[src/rtl/apb_global_pkg.sv]
// rtl/apb_global_pkg.sv - shared APB widths, slave count and arbiter state type
package apb_global_pkg;

    localparam int NO_OF_SLAVES  = 4;
    localparam int ADDRESS_WIDTH = 32;
    localparam int DATA_WIDTH    = 32;
    localparam int NO_OF_REQ     = 4;

    typedef enum logic [1:0] {
        IDLE,
        SETUP,
        ACCESS,
        DECERR
    } apb_arb_state_e;

endpackage

[src/rtl/apb_rr_arbiter.sv]
// rtl/apb_rr_arbiter.sv - combinational round-robin pick, searching upward from rr_ptr+1 with wrap
module apb_rr_arbiter #(
    parameter int N  = 4,
    parameter int IW = $clog2(N)
) (
    input  logic [N-1:0]  req,
    input  logic [IW-1:0] rr_ptr,
    output logic [N-1:0]  grant,
    output logic [IW-1:0] grant_idx,
    output logic          any
);

    logic [IW-1:0] cand;

    always_comb begin
        grant_idx = '0;
        any       = 1'b0;
        cand      = '0;
        for (int k = 1; k <= N; k++) begin
            cand = IW'((int'(rr_ptr) + k) % N);
            if (!any && req[cand]) begin
                any       = 1'b1;
                grant_idx = cand;
            end
        end
        grant = any ? (N'(1) << grant_idx) : '0;
    end

endmodule

[src/rtl/apb_master_arbiter.sv]
// rtl/apb_master_arbiter.sv - round-robin sharing of one APB master port among local requesters
module apb_master_arbiter #(
    parameter int  NO_OF_REQ      = apb_global_pkg::NO_OF_REQ,
    parameter int  REGION_BITS    = 12,
    parameter int  TIMEOUT_CYCLES = 16,
    localparam int NS             = apb_global_pkg::NO_OF_SLAVES,
    localparam int AW             = apb_global_pkg::ADDRESS_WIDTH,
    localparam int DW             = apb_global_pkg::DATA_WIDTH,
    localparam int SW             = DW / 8,
    localparam int IW             = $clog2(NO_OF_REQ),
    localparam int TW             = $clog2(TIMEOUT_CYCLES + 1)
) (
    input  logic                    pclk,
    input  logic                    preset_n,
    input  logic [NO_OF_REQ-1:0]    req_valid,
    output logic [NO_OF_REQ-1:0]    req_ready,
    input  logic [NO_OF_REQ*AW-1:0] req_addr,
    input  logic [NO_OF_REQ-1:0]    req_write,
    input  logic [NO_OF_REQ*DW-1:0] req_wdata,
    input  logic [NO_OF_REQ*SW-1:0] req_strb,
    input  logic [NO_OF_REQ*3-1:0]  req_prot,
    output logic [NO_OF_REQ-1:0]    rsp_valid,
    output logic [DW-1:0]           rsp_rdata,
    output logic                    rsp_slverr,
    output logic [NS-1:0]           pselx,
    output logic                    penable,
    output logic [AW-1:0]           paddr,
    output logic                    pwrite,
    output logic [DW-1:0]           pwdata,
    output logic [SW-1:0]           pstrb,
    output logic [2:0]              pprot,
    input  logic                    pready,
    input  logic [DW-1:0]           prdata,
    input  logic                    pslverr
);

    apb_global_pkg::apb_arb_state_e state;

    logic [IW-1:0]        rr_ptr;
    logic [IW-1:0]        owner;
    logic [IW-1:0]        grant_idx;
    logic [NO_OF_REQ-1:0] grant;
    logic                 grant_any;
    logic [TW-1:0]        tmo_cnt;

    logic [AW-1:0] addr_arr  [NO_OF_REQ];
    logic [DW-1:0] wdata_arr [NO_OF_REQ];
    logic [SW-1:0] strb_arr  [NO_OF_REQ];
    logic [2:0]    prot_arr  [NO_OF_REQ];

    for (genvar g = 0; g < NO_OF_REQ; g++) begin : g_unpack
        assign addr_arr[g]  = req_addr[g*AW +: AW];
        assign wdata_arr[g] = req_wdata[g*DW +: DW];
        assign strb_arr[g]  = req_strb[g*SW +: SW];
        assign prot_arr[g]  = req_prot[g*3 +: 3];
    end

    logic [AW-1:0] sel_addr;
    logic [AW-1:0] sel_slave;
    logic          sel_write;
    logic          decerr;

    assign sel_addr  = addr_arr[grant_idx];
    assign sel_write = req_write[grant_idx];
    assign sel_slave = sel_addr >> REGION_BITS;
    assign decerr    = (sel_slave >= AW'(NS));

    apb_rr_arbiter #(
        .N  (NO_OF_REQ),
        .IW (IW)
    ) u_rr_arbiter (
        .req       (req_valid),
        .rr_ptr    (rr_ptr),
        .grant     (grant),
        .grant_idx (grant_idx),
        .any       (grant_any)
    );

    // Acceptance is only offered while idle, so at most one request is in flight.
    assign req_ready = (state == apb_global_pkg::IDLE) ? grant : '0;

    always_ff @(posedge pclk or negedge preset_n) begin
        if (!preset_n) begin
            state      <= apb_global_pkg::IDLE;
            rr_ptr     <= IW'(NO_OF_REQ - 1);
            owner      <= '0;
            tmo_cnt    <= '0;
            pselx      <= '0;
            penable    <= 1'b0;
            paddr      <= '0;
            pwrite     <= 1'b0;
            pwdata     <= '0;
            pstrb      <= '0;
            pprot      <= '0;
            rsp_valid  <= '0;
            rsp_rdata  <= '0;
            rsp_slverr <= 1'b0;
        end else begin
            rsp_valid <= '0;
            case (state)
                apb_global_pkg::IDLE: begin
                    if (grant_any) begin
                        rr_ptr <= grant_idx;
                        owner  <= grant_idx;
                        paddr  <= sel_addr;
                        pwrite <= sel_write;
                        pwdata <= wdata_arr[grant_idx];
                        pstrb  <= sel_write ? strb_arr[grant_idx] : '0;
                        pprot  <= prot_arr[grant_idx];
                        if (decerr) begin
                            state <= apb_global_pkg::DECERR;
                        end else begin
                            state <= apb_global_pkg::SETUP;
                            pselx <= NS'(1) << sel_slave;
                        end
                    end
                end
                apb_global_pkg::SETUP: begin
                    penable <= 1'b1;
                    tmo_cnt <= '0;
                    state   <= apb_global_pkg::ACCESS;
                end
                apb_global_pkg::ACCESS: begin
                    if (pready) begin
                        rsp_valid  <= NO_OF_REQ'(1) << owner;
                        rsp_rdata  <= pwrite ? '0 : prdata;
                        rsp_slverr <= pslverr;
                        pselx      <= '0;
                        penable    <= 1'b0;
                        state      <= apb_global_pkg::IDLE;
                    end else if (tmo_cnt >= TW'(TIMEOUT_CYCLES - 1)) begin
                        // This cycle is the last allowed wait; abandon the slave.
                        rsp_valid  <= NO_OF_REQ'(1) << owner;
                        rsp_rdata  <= '0;
                        rsp_slverr <= 1'b1;
                        pselx      <= '0;
                        penable    <= 1'b0;
                        tmo_cnt    <= TW'(TIMEOUT_CYCLES);
                        state      <= apb_global_pkg::IDLE;
                    end else begin
                        tmo_cnt <= tmo_cnt + 1'b1;
                    end
                end
                apb_global_pkg::DECERR: begin
                    rsp_valid  <= NO_OF_REQ'(1) << owner;
                    rsp_rdata  <= '0;
                    rsp_slverr <= 1'b1;
                    state      <= apb_global_pkg::IDLE;
                end
                default: state <= apb_global_pkg::IDLE;
            endcase
        end
    end

endmodule
[config.mk]
export PLATFORM = sky130hd
export DESIGN_NAME = apb_master_arbiter
export DESIGN_NICKNAME = d
export VERILOG_FILES = /design/src/rtl/apb_global_pkg.sv /design/src/rtl/apb_rr_arbiter.sv /design/src/rtl/apb_master_arbiter.sv
export SDC_FILE = /design/constraint.sdc
export NUM_CORES = 1
export LEC_CHECK = 0
export ABC_AREA = 1
export CORE_AREA = 5 5 168 170
export DETAILED_ROUTE_END_ITERATION = 8
export DIE_AREA = 0 0 173 175
export HOLD_SLACK_MARGIN = 0.02
export MAX_ROUTING_LAYER = met4
export SYNTH_ARGS = -nofsm -noshare
export SYNTH_HDL_FRONTEND = slang
export SYNTH_SLANG_ARGS = --single-unit
export TNS_END_PERCENT = 100
[constraint.sdc]
create_clock -name pclk -period 3.33 [get_ports pclk]
set_input_delay 0.666 -clock pclk [delete_from_list [all_inputs] [get_ports pclk]]
set_output_delay 0.666 -clock pclk [all_outputs]
set_load 0.02 [all_outputs]
==> impl_metrics.ini <==
[global_routing]
grt_pass1_wl_mm = 48.70
grt_pass1_vias = 8564
grt_max_degree = 73
antenna_found_initial = 3
track_usage_pct = 20.96
grt_overflow = 0

[floorplan]
ios = 446
dieArea_um2 = 30280
rows = 60
initial_core_util_pct = 27.75
chipHeight_um = 175
fp.dieW_um = 173
fp.coreArea_um2 = 26580

[clock_tree]
htree_levels = 4
path_clk_slew_ns = 0.06
cts_tree = yes
ctsHoldBuffers = 0
clock_path_buffers = 2
numCtsBuffers = 17
cts-root-buf = clkbuf_16
clock_latency_ns = 0.42
clock-sinks = 125

[sta]
whs_ns = 0.1971
max-slew-margin-rel_pct = 52.52
slew_violations = 0
fmax_mhz = 317.9
rsz0062_at_grt = no
layout_setup_ws_ns = 0.1840
period_share_pct = 94.47
worst_slew_pin_slew_ns = 0.7122
setup_violations = 0
finalHoldViolCount = 0
period_minus_slack_ns = 3.146
fin_skew_ns = 0.01698

[yosys]
synth.area.top_cells = dfrtp_1, nand2_1, o21ai_0, nor2_1, nand3_1
synth_cell_types = 36
syn_avg_cell_area_um2 = 7.231
yosysSeqAreaShare_pct = 42.44
async_reset_ff_share_pct = 100.0
synth_top_area_share_pct = 41.73
netlist_area_um2 = 7376
synth_edf_count = 0
synth-seq-cells = 125
synth_common_cells = nand2_1, nor2_1, o21ai_0
syn-instance-count = 1020
synth_nets = 1350
synth.most_common_cell = nand2_1
ys.flop_type = dfrtp_1
yosys_warnings = 0
synth_top_cell_by_area = dfrtp_1

[detailed_routing]
postRouteWirelength_mm = 32.04
first_pass_iters = 5
vias = 8508
remaining_drc_errors = 0
first_iter_violations = 451
ant_nets = 0
post_drt_via_cell_ratio = 4.714
wl_per_cell_um = 17.75

[min_path]
worst_hold_path_type = in2async

[critical_path]
end_kind = output port
rrSetupSlack_ns = 0.36
r2r_start = rr_ptr[0]
arrival_ns = 2.48
critPathKind = reg2out
worstReg2RegEnd = pstrb[3]
worstPathMaxFanout = 10
ff2ff_path_depth = 15
critical_path_required_ns = 2.66
start_kind = flop

[place]
dp_cells = 1769
gp_congestion = 0.8623
dpl.hpwl_mm = 24.58
portBuffers = 445
place_ws_ns = -0.09318

[layout]
nNetsFinal = 1778
areaGrowthSynthToFinish_pct = 74.83
drive_gt1_share_pct = 7.050
stdcell_count = 1805

[run_status]
outcome = finished, final reports clean

[power_and_ir_drop]
p_per_area_nw_per_um2 = 1260
ir_drop_uv = 1347
p_total_mw = 16.25
leakage_nw = 5.436

[flow_run]
max_cap_viol_count = 0
[registers in the layout, indices dropped and copies added, names as in the netlist]
register    count
rsp_rdata      32
pselx           4
pwdata         32
pstrb           4
rr_ptr          2
state           2
pwrite          1
paddr          32
pprot           3
tmo_cnt         5
penable         1
owner           2
rsp_slverr      1
rsp_valid       4
[worst max-delay path: stages, from the launching register on]
cell and delay (ns):
dfstp_2 0.63, inv_4 0.09, nand2_1 0.06, nand2_1 0.08, nand2_2 0.09, nand2_2 0.08, nor2_4 0.13, nand3_2 0.09
nand2_1 0.12, clkinv_2 0.09, nand3_1 0.10, nor2_1 0.05, buf_4 0.14, dlygate4sd2_1 0.31
[layout make-up]
| class | instances | area (um^2) |
|---|---|---|
| inverter | 34 | 132.6 |
| multi-input combinational | 787 | 3766 |
| fill | 2689 | 13680 |
| sequential | 125 | 3131 |
| clock buffer | 18 | 439.2 |
| timing repair buffer | 483 | 4822 |
| antenna | 3 | 7.507 |
| tap | 341 | 426.7 |
| clock inverter | 14 | 170.2 |
[repair_timing]
action                     CTS  global route
gates resized for setup      3             0
setup endpoints to repair    3             0
setup buffers                1             0
hold endpoints to repair     0             0
[worst max-delay path by stage]
| stage | from | end |
|---|---|---|
| floorplan | rr_ptr[0] | req_ready[0] |
| global placement | req_valid[0] | pstrb[3] |
| detailed placement | req_valid[0] | pstrb[3] |
| CTS | rr_ptr[0] | req_ready[2] |
| global route | rr_ptr[0] | req_ready[2] |
| finish | rr_ptr[0] | req_ready[2] |
[per-stage QoR]
step / setup TNS [ns] / utilization, % / instance area (um^2)
finish: 0 / 48.52 / 12890
global route: 0 / 48.51 / 12890
CTS: 0 / 48.49 / 12890
detailed placement: -0.7508 / 46.19 / 12270
global placement: -0.4675 / 46.19 / 12270
floorplan: 0 / - / 7376
[per-layer routing]
| metal | vias up | track usage [%] | routed length, um |
|---|---|---|---|
| met4 | 0 | 6.684 | 787 |
| met1 | 3886 | 24.46 | 12890 |
| met3 | 36 | 5.257 | 2312 |
| met5 | - | - | 0 |
| li1 | 4280 | - | - |
| met2 | 306 | 35.64 | 16050 |
[power breakdown]
group / internal, mW / switching [mW]
Sequential: 2.29 / 0.415
Clock: 1.15 / 0.803
Combinational: 4.62 / 6.97
Total: 8.06 / 8.19
[logic make-up after synthesis]
kind of cell / synth area share, %
AND/OR/NAND/NOR: 28.84
AO/OA/AOI/OAI: 21.53
flip-flops: 42.44
buffers and inverters: 6.734
adder cells (fa/ha/maj): 0.3392
XOR/XNOR: 0.1188
[cells in the final DEF (no fill, tap or decap), types with 2 or more instances in the layout]
master / synthesis / final
and2_1: 2 / 2
buf_12: 0 / 7
o21ai_0: 160 / 160
inv_8: 0 / 2
clkinv_2: 0 / 2
nor4_1: 4 / 4
ha_1: 2 / 2
bufinv_16: 0 / 2
a31oi_1: 49 / 49
dlygate4sd2_1: 0 / 3
nor2_1: 177 / 176
nand2_2: 10 / 9
dfrtp_1: 123 / 123
nor2_4: 3 / 4
o211ai_1: 2 / 2
clkbuf_16: 0 / 17
nand3_1: 76 / 76
nand3_2: 4 / 4
o22ai_1: 3 / 3
inv_1: 26 / 26
buf_4: 10 / 32
clkdlybuf4s50_1: 0 / 440
dfstp_2: 2 / 2
inv_6: 0 / 6
nand2_1: 230 / 230
clkinv_4: 0 / 4
nor3_1: 3 / 2
diode_2: 0 / 3
o32a_1: 4 / 4
a21oi_1: 2 / 2
o21bai_1: 48 / 48
inv_2: 6 / 4
(Power assumes the default switching activity.)
